<file path="src/rtl/peq_ui_pkg.sv">
// rtl/peq_ui_pkg.sv - shared definitions for the front-panel button conditioner
// Contents: auto-repeat FSM state encoding, 27 MHz timing constants used as
// parameter defaults, and a small integer max helper for width calculations.
package peq_ui_pkg;

  typedef enum logic [1:0] {
    ST_IDLE   = 2'd0,
    ST_HOLD   = 2'd1,
    ST_REPEAT = 2'd2
  } rep_state_e;

  localparam int CLK_HZ        = 27000000;
  localparam int DEBOUNCE_10MS = CLK_HZ / 100;
  localparam int HOLD_500MS    = CLK_HZ / 2;
  localparam int REPEAT_100MS  = CLK_HZ / 10;

  function automatic int max_int(input int a, input int b);
    return (a > b) ? a : b;
  endfunction

endpackage

</file>
<file path="src/rtl/button_channel.sv">
// rtl/button_channel.sv - one button: synchroniser, debounce, edge strobes, auto-repeat
// Ports:
//   clock   in   system clock
//   reset_n in   asynchronous active-low reset
//   noisy   in   raw asynchronous button level (1 = pressed)
//   clean   out  debounced level
//   rise    out  one-cycle strobe when clean first reads 1
//   fall    out  one-cycle strobe when clean first reads 0
//   press   out  one-cycle strobe on press and on each auto-repeat
module button_channel
  import peq_ui_pkg::*;
#(
  parameter int DEBOUNCE_CYCLES = DEBOUNCE_10MS,
  parameter bit REPEAT_EN       = 1'b1,
  parameter int HOLD_CYCLES     = HOLD_500MS,
  parameter int REPEAT_CYCLES   = REPEAT_100MS
) (
  input  logic clock,
  input  logic reset_n,
  input  logic noisy,
  output logic clean,
  output logic rise,
  output logic fall,
  output logic press
);

  if (DEBOUNCE_CYCLES < 1 || HOLD_CYCLES < 1 || REPEAT_CYCLES < 1) begin : g_bad_param
    $error("button_channel: cycle parameters must be >= 1");
  end

  localparam int CW = $clog2(DEBOUNCE_CYCLES + 1);
  localparam logic [CW-1:0] CNT_MAX = CW'(DEBOUNCE_CYCLES);

  logic [1:0]    sync_q;
  logic          s;
  logic          cand_q, cand_d;
  logic [CW-1:0] cnt_q, cnt_d;
  logic          clean_q, clean_d;
  logic          rise_q, rise_d;
  logic          fall_q, fall_d;

  assign s = sync_q[1];

  // Any disagreement between s and the candidate restarts the stability count;
  // the count saturates at DEBOUNCE_CYCLES so a long hold never wraps.
  always_comb begin
    cand_d  = cand_q;
    cnt_d   = cnt_q;
    clean_d = clean_q;
    if (s != cand_q) begin
      cand_d = s;
      cnt_d  = '0;
    end else if (cnt_q == CNT_MAX) begin
      clean_d = cand_q;
    end else begin
      cnt_d = cnt_q + 1'b1;
    end
  end

  assign rise_d = clean_d & ~clean_q;
  assign fall_d = ~clean_d & clean_q;

  always_ff @(posedge clock or negedge reset_n) begin
    if (!reset_n) begin
      sync_q  <= '0;
      cand_q  <= 1'b0;
      cnt_q   <= '0;
      clean_q <= 1'b0;
      rise_q  <= 1'b0;
      fall_q  <= 1'b0;
    end else begin
      sync_q  <= {sync_q[0], noisy};
      cand_q  <= cand_d;
      cnt_q   <= cnt_d;
      clean_q <= clean_d;
      rise_q  <= rise_d;
      fall_q  <= fall_d;
    end
  end

  assign clean = clean_q;
  assign rise  = rise_q;
  assign fall  = fall_q;

  if (REPEAT_EN) begin : g_repeat
    localparam int TW = $clog2(max_int(HOLD_CYCLES, REPEAT_CYCLES) + 1);
    localparam logic [TW-1:0] HOLD_LAST = TW'(HOLD_CYCLES - 1);
    localparam logic [TW-1:0] REP_LAST  = TW'(REPEAT_CYCLES - 1);

    rep_state_e    state_q;
    logic [TW-1:0] timer_q;
    logic          press_q;

    // Release is checked first so a fall coinciding with a timer expiry
    // returns to IDLE without a repeat strobe.
    always_ff @(posedge clock or negedge reset_n) begin
      if (!reset_n) begin
        state_q <= ST_IDLE;
        timer_q <= '0;
        press_q <= 1'b0;
      end else begin
        press_q <= 1'b0;
        if (fall_d) begin
          state_q <= ST_IDLE;
          timer_q <= '0;
        end else begin
          case (state_q)
            ST_IDLE: begin
              if (rise_d) begin
                state_q <= ST_HOLD;
                timer_q <= '0;
                press_q <= 1'b1;
              end
            end
            ST_HOLD: begin
              if (timer_q == HOLD_LAST) begin
                state_q <= ST_REPEAT;
                timer_q <= '0;
                press_q <= 1'b1;
              end else begin
                timer_q <= timer_q + 1'b1;
              end
            end
            ST_REPEAT: begin
              if (timer_q == REP_LAST) begin
                timer_q <= '0;
                press_q <= 1'b1;
              end else begin
                timer_q <= timer_q + 1'b1;
              end
            end
            default: begin
              state_q <= ST_IDLE;
              timer_q <= '0;
            end
          endcase
        end
      end
    end

    assign press = press_q;
  end else begin : g_no_repeat
    assign press = rise_q;
  end

endmodule

</file>
<file path="src/rtl/button_conditioner.sv">
// rtl/button_conditioner.sv - NUM_CH independent debounced buttons with auto-repeat
// Ports:
//   clock   in   system clock
//   reset_n in   asynchronous active-low reset
//   noisy   in   [NUM_CH] raw asynchronous button levels (1 = pressed)
//   clean   out  [NUM_CH] debounced levels
//   rise    out  [NUM_CH] one-cycle strobes when clean first reads 1
//   fall    out  [NUM_CH] one-cycle strobes when clean first reads 0
//   press   out  [NUM_CH] one-cycle strobes on press and each auto-repeat
module button_conditioner
  import peq_ui_pkg::*;
#(
  parameter int NUM_CH          = 5,
  parameter int DEBOUNCE_CYCLES = DEBOUNCE_10MS,
  parameter bit REPEAT_EN       = 1'b1,
  parameter int HOLD_CYCLES     = HOLD_500MS,
  parameter int REPEAT_CYCLES   = REPEAT_100MS
) (
  input  logic              clock,
  input  logic              reset_n,
  input  logic [NUM_CH-1:0] noisy,
  output logic [NUM_CH-1:0] clean,
  output logic [NUM_CH-1:0] rise,
  output logic [NUM_CH-1:0] fall,
  output logic [NUM_CH-1:0] press
);

  if (NUM_CH < 1) begin : g_bad_num_ch
    $error("button_conditioner: NUM_CH must be >= 1");
  end

  for (genvar i = 0; i < NUM_CH; i++) begin : g_ch
    button_channel #(
      .DEBOUNCE_CYCLES (DEBOUNCE_CYCLES),
      .REPEAT_EN       (REPEAT_EN),
      .HOLD_CYCLES     (HOLD_CYCLES),
      .REPEAT_CYCLES   (REPEAT_CYCLES)
    ) u_channel (
      .clock   (clock),
      .reset_n (reset_n),
      .noisy   (noisy[i]),
      .clean   (clean[i]),
      .rise    (rise[i]),
      .fall    (fall[i]),
      .press   (press[i])
    );
  end

endmodule

</file>
<file path="config.mk">
export PLATFORM = sky130hd
export DESIGN_NAME = button_conditioner
export DESIGN_NICKNAME = d
export VERILOG_FILES = /design/src/rtl/peq_ui_pkg.sv /design/src/rtl/button_channel.sv /design/src/rtl/button_conditioner.sv
export SDC_FILE = /design/constraint.sdc
export NUM_CORES = 1
export LEC_CHECK = 0
export ABC_CLOCK_PERIOD_IN_PS = 5000
export CAP_MARGIN = 25
export CORE_UTILIZATION = 55
export CTS_CLUSTER_DIAMETER = 80
export CTS_CLUSTER_SIZE = 25
export DETAILED_ROUTE_END_ITERATION = 7
export HOLD_SLACK_MARGIN = 0.1
export PLACE_DENSITY = 0.79
export SETUP_SLACK_MARGIN = 0.1
export SLEW_MARGIN = 25
export SYNTH_ARGS = -nofsm -noshare
export SYNTH_HDL_FRONTEND = slang
export SYNTH_HIERARCHICAL = 1
export SYNTH_SLANG_ARGS = --single-unit
</file>
<file path="constraint.sdc">
create_clock -name clock -period 5 [get_ports clock]
set_input_delay 1.5 -clock clock [delete_from_list [all_inputs] [get_ports clock]]
set_output_delay 1.5 -clock clock [all_outputs]
set_load 0.05 [all_outputs]
</file>
## Word-level counts from Yosys, hierarchy flattened

Cells that the tools add are included.

| operators by class | value |
|---|---|
| $add $sub $neg | 10 |
| $mul | 0 |
| divide/modulo/power cells | 0 |
| $lt $le $gt $ge | 0 |
| equal/unequal tests | 50 |
| shift operators | 0 |
| multiplexer cells | 90 |
| bitwise operators | 20 |
| reduce and logical (&&, ||, !) cells | 10 |

Operators by type and width:

| cell | count |
|---|---|
| $mux 24 | 20 |
| $pmux 24 s3 | 5 |
| $mux 19 | 10 |
| $add 24x1->24 const B | 5 |
| $eq 24x22->1 const B | 5 |
| $eq 24x24->1 const B | 5 |
| $add 19x1->19 const B | 5 |
| $eq 19x19->1 const B | 5 |
| $mux 1 | 30 |
| $mux 2 | 15 |
| $ne 3x1->1 const B | 10 |
| $pmux 2 s3 | 5 |
| $ne 2x1->1 const B | 10 |
| $pmux 1 s3 | 5 |
| $reduce_and 3->1 | 5 |
| $and 1x1->1 | 10 |
| $eq 2x1->1 const B | 5 |
| $eq 2x2->1 const B | 5 |
| $logic_not 2->1 | 5 |
| $not 1->1 | 10 |
| $ne 1x1->1 | 5 |

| storage, ports and cells | value |
|---|---|
| register bits | 260 |
| latch bits | 0 |
| bits in writable memories | 0 |
| bits in read-only memories | 0 |
| input port bits | 7 |
| memories kept | 0 |

## Depth between registers and ports, before layout

| depth | value |
|---|---|
| word-level depth | 7 |
| depth in mapped cells | 9 |
| depth with buffers taken out | 8 |

## Hierarchy

The synthesis kept the hierarchy.

By module, submodules not included:

| module | instances | cells an instance | area each (um2) |
|---|---|---|---|
| button_channel at g_ch[0].u_channel ... | 3 | 313 | 2,904.0 |
| button_channel at g_ch[4].u_channel | 1 | 313 | 2,886.5 |
| button_channel at g_ch[1].u_channel | 1 | 313 | 2,862.7 |

## Worst setup path after synthesis

OpenSTA, ideal clock, no wires.

| timing path | value |
|---|---|
| path kind | reg2reg |
| start point | register g_ch[0].u_channel.clean_q |
| end point | register g_ch[0].u_channel.g_repeat.timer_q[18] |
| data arrival time | 2.250 ns |
| required time | 4.908 ns |
| setup slack | 2.658 ns |
| stages on the path, launching flop included | 7 |
| path through | dfrtp_1 or3b_4 a211o_1 o21a_1 buf_6 or3_1 o31ai_2 |

| between the ends | value |
|---|---|
| cells in the longest elaborated chain, start to end | 5 |
| elaborated cells on any way between the ends | 8 |

RTL lines:

| what | RTL line | source |
|---|---|---|
| start, declared | button_channel.sv:38 | `logic clean_q, clean_d;` |
| start signal, assigned | button_channel.sv:75 | `clean_q <= clean_d;` |
| $mux 1 | button_channel.sv:53 | `end else if (cnt_q == CNT_MAX) begin` |
| $mux 1 | button_channel.sv:50 | `if (s != cand_q) begin` |
| $not 1->1 | button_channel.sv:61 | `assign fall_d = ~clean_d & clean_q;` |
| $and 1x1->1 | button_channel.sv:61 |  |
| $ne 3x1->1 (no source line) / $mux 24 (equally long branches) | - |  |
| end signal, assigned | button_channel.sv:121 | `timer_q <= timer_q + 1'b1;` |
| end signal, assigned | button_channel.sv:129 | `timer_q <= timer_q + 1'b1;` |
| end, declared | button_channel.sv:91 | `logic [TW-1:0] timer_q;` |

Several ways; a longest one is shown, not always the timed one.
A chain may end at the register's enable or synchronous reset.

## Final worst setup path

| timing path | value |
|---|---|
| start point | register g_ch[4].u_channel.clean_q |
| end point | output clean[4] |

RTL lines:

| what | RTL line | source |
|---|---|---|
| start, declared | button_channel.sv:38 |  |
| start signal, assigned | button_channel.sv:75 |  |
| end, declared | button_conditioner.sv:22 | `output logic [NUM_CH-1:0] clean,` |

No word-level cell between the ends.

==> summary.txt <==
Cells and area
  – Final net count: between 1.5k and 2k
  – Layout Utilization: 60.25%
  – Final Instance Count excl. Fillers: 1899
  – Sequential Area: between 6000 and 7000 um2
  – Commonest non-fill, non-tap cell in the layout: dfrtp_1
  – Multi-input logic area: 7465 um2
  – Antenna diodes: 0
  – Fill count: 2130
  – Most frequent cells in the layout: dfrtp_1, nand3_1, nand2_1, nor2_1, xor2_1
  – P&R area growth vs syn: 6.125%
  – Finished layout cell area: approximately 15000 um2
  – Layout cells sized above 1: between 4 and 5%

STA
  – FMAX: 307.9 MHz
  – Post-route setup TNS: 0 ps
  – Final setup viols: 0
  – Period utilization: roughly two thirds
  – Rel. slew slack: 37.95%
  – Worst-Margin Slew: 922.3 ps
  – Pins over their slew limit: 0
  – RSZ-0062 raised after global routing: no
  – Endpoints failing hold: 0
  – Clock Skew: 12.00 ps
  – Minimum clock period: 3247 ps

Die
  – Die X: 164.2 um
  – Die area: between 20000 and 30000 um2
  – Starting density of the core: a little under three fifths
  – I/O pin cnt: 27
  – Row Count: between 50 and 60
  – Core area: 25470 um2
  – Chip Height: 164.2 um

Placed design
  – Final Wtd Congestion: between 0.8 and 0.9
  – Placed Cells: 1877
  – Dpl cell area: between 10000 and 15000 um2
  – PortBufs: 26
  – Dpl hpwl: between 15 and 20 mm

Logic synthesis
  – Top post-synthesis cells by area: dfrtp_1, nand3_1, nand2_1, nor2_1, ha_1
  – Number of synthesized flops with an enable pin: 0
  – Top cell type's share of synthesized area: 44.99%
  – Post-Syn Instances: 1565
  – Synth Warn #: 6
  – Yosys top cell by area: dfrtp_1
  – Area of the mapped netlist: ~14000 um2
  – Seq/Total Area, Yosys: 44.99%
  – Synthesized area per cell: 9.240 um2
  – Yosys reg bits: 260
  – Synthesized net count: between 1.5k and 2k
  – Post-synth ARST share: 100.0%
  – Most common flop cell mapped by yosys: dfrtp_1
  – Netlist cell types: 75

Critical path
  – Delay-heaviest family, CP: buffers and inverters
  – Reg2Reg Setup Slack: 1960 ps
  – Critical path arrival: 1750 ps
  – R2R cell count: 6
  – Worst r2r dst: g_ch[4].u_channel/g_repeat.timer_q[8]$_DFFE_PN0P_
  – Worst-path cell chain: clkdlybuf4s50_1
  – Required @ worst endpoint: 3500 ps
  – Delay of the slowest critical-path stage: roughly 830 ps
  – Critical path's slowest cell: clkdlybuf4s50_1
  – Startpoint types: flip-flop
  – Crit-path max FO: 6
  – Setup Crit Path Kind: reg -> out
  – RR Startpoint: g_ch[4].u_channel/g_repeat.timer_q[8]$_DFFE_PN0P_
  – CP Capture Type: output pin
  – Crit path from: g_ch[4].u_channel/clean$_DFF_PN0_
  – End of the critical path: clean[4]
  – WP depth: 1
  – Count of buffer and inverter cells on the critical path: 1

Power
  – Clock power share: 35.7%
  – Largest vdd supply drop: 0.2729 mV
  – Comb power frac: 4.0%
  – Internal power: 2749 uW
  – Leak Pwr: 0.006219 uW
  – Switching Share: between 20% and 30%
  – Pwr/cell area: about 230 nW/um2
  – Sequential fraction of design power: 60.3%
  – Switching power: 821.0 uW

Global route
  – Gr usage total: approximately 22%
  – Vias in the first global route: between 10k and 15k
  – First-pass GRT wire length: 50.45 mm
  – Global route overflow: 0
  – Pin count of the biggest net entering global routing: 98
  – Initial antenna violation count: 0

Run
  – Maxcap violations: 0

Clock tree
  – Worst-skew pair later-pin latency: 490 ps
  – Root Driver: clkbuf_16
  – Clock sink total: 260
  – Max Buffers Root-to-Sink: 3
  – CTS clk-pin slew, worst paths: 90 ps
  – Cts bufs inserted: 15
  – Hold_buf cts: 0
  – Post-CTS Resized: 0
  – H-tree levels: 1
  – CTS tree: done
  – Post-CTS setup buffer count: 0

Detailed routing
  – Via count: 11.53k
  – DRT iter0 DRCs: 818
  – Drt pass-1 iters: 6
  – Avg WL per Cell: 15.08 um
  – DRT Wirelength: 28.64 mm
  – Post-route DRC: 0
  – Antenna viol nets, final: 0
  – Vias/cell: 6.073

Min path
  – HP Class: reg -> reg

Outcome
  – Outcome: finished, final reports clean
cell families (layout without fill, tap and decap cells):
group	count (synthesis)	after routing	share of synthesized area [%]
xor gates and xnor gates	80	80	4.845
buffers and inverters	100	104	3.418
and+or+nand+nor	809	809	29.96
DFF	260	260	44.99
muxes	8	8	0.5538
AOI/OAI and AO/OA	268	268	12.77
adders and majority gates	40	40	3.461
registers in the layout, indices dropped and copies added (netlist names):
register and count:
g_ch.u_channel/g_repeat.state_q 10, g_ch.u_channel/cnt_q 95, g_ch.u_channel/rise 5, g_ch.u_channel/sync_q 10
g_ch.u_channel/fall 5, g_ch.u_channel/g_repeat.timer_q 120, g_ch.u_channel/clean 5, g_ch.u_channel/press 5
g_ch.u_channel/cand_q 5
synthesized netlist by cell type (all sizes together) (15+ instances only):
cell,number
nand3b,18
nand3,170
xnor2,24
nor2,139
buf,24
clkbuf,31
nor3,42
xor2,56
and3,33
a21oi,45
and2,22
a22oi,15
dfrtp,260
ha,40
o31ai,30
and4,16
or3,33
nand4,51
inv,45
or4,30
nor4b,15
o21ai,75
nand2,171
power by group through the flow:
stage / Clock [uW] / Combinational, uW / Sequential, uW
6_report: 1270 / 143 / 2150
4_1_cts: 1330 / 147 / 2150
5_1_grt: 1390 / 167 / 2160
3_3_place_gp: 0 / 144 / 2190
2_1_floorplan: 0 / 73.7 / 2190
3_5_place_dp: 0 / 146 / 2200
area by class of cell:
type,instances,area share [%]
Clock buffer,17,2.560
Clock inverter,5,0.2690
Inverter,45,1.101
Multi-Input combinational cell,1205,48.64
Sequential cell,260,42.39
Tap cell,330,2.690
Timing Repair Buffer,37,2.348
per-stage QoR:
step | power (uW) | setup slack [ps] | hold slack [ps]
finish | 3570 | 1753 | 358.9
detailed placement | 2342 | 2005 | 336.3
global route | 3720 | 1663 | 374.8
floorplan | 2263 | 2658 | 331.2
CTS | 3633 | 1726 | 361.2
global placement | 2337 | 2063 | 334.8
how the worst min path moves through the flow:
stage	from	end	slack [ps]	cells past startpoint
global route	g_ch[1].u_channel/sync_q[0]$_DFF_PN0_	g_ch[1].u_channel/sync_q[1]$_DFF_PN0_	370	0
floorplan	g_ch[0].u_channel/sync_q[0]$_DFF_PN0_	g_ch[0].u_channel/sync_q[1]$_DFF_PN0_	330	0
CTS	g_ch[0].u_channel/sync_q[0]$_DFF_PN0_	g_ch[0].u_channel/sync_q[1]$_DFF_PN0_	360	0
global placement	g_ch[0].u_channel/sync_q[0]$_DFF_PN0_	g_ch[0].u_channel/sync_q[1]$_DFF_PN0_	330	0
detailed placement	g_ch[1].u_channel/sync_q[0]$_DFF_PN0_	g_ch[1].u_channel/sync_q[1]$_DFF_PN0_	340	0
finish	g_ch[0].u_channel/sync_q[0]$_DFF_PN0_	g_ch[0].u_channel/sync_q[1]$_DFF_PN0_	360	0
per-layer routing:
| layer | up-vias | global-route usage [%] | wire, um |
|---|---|---|---|
| met3 | 32 | 2.197 | 880 |
| met5 | - | 0 | 0 |
| li1 | 5696 | - | - |
| met2 | 192 | 37.00 | 13560 |
| met1 | 5613 | 31.11 | 13760 |
| met4 | 0 | 4.419 | 433 |
Note: power is estimated with default switching activity, not from simulation.
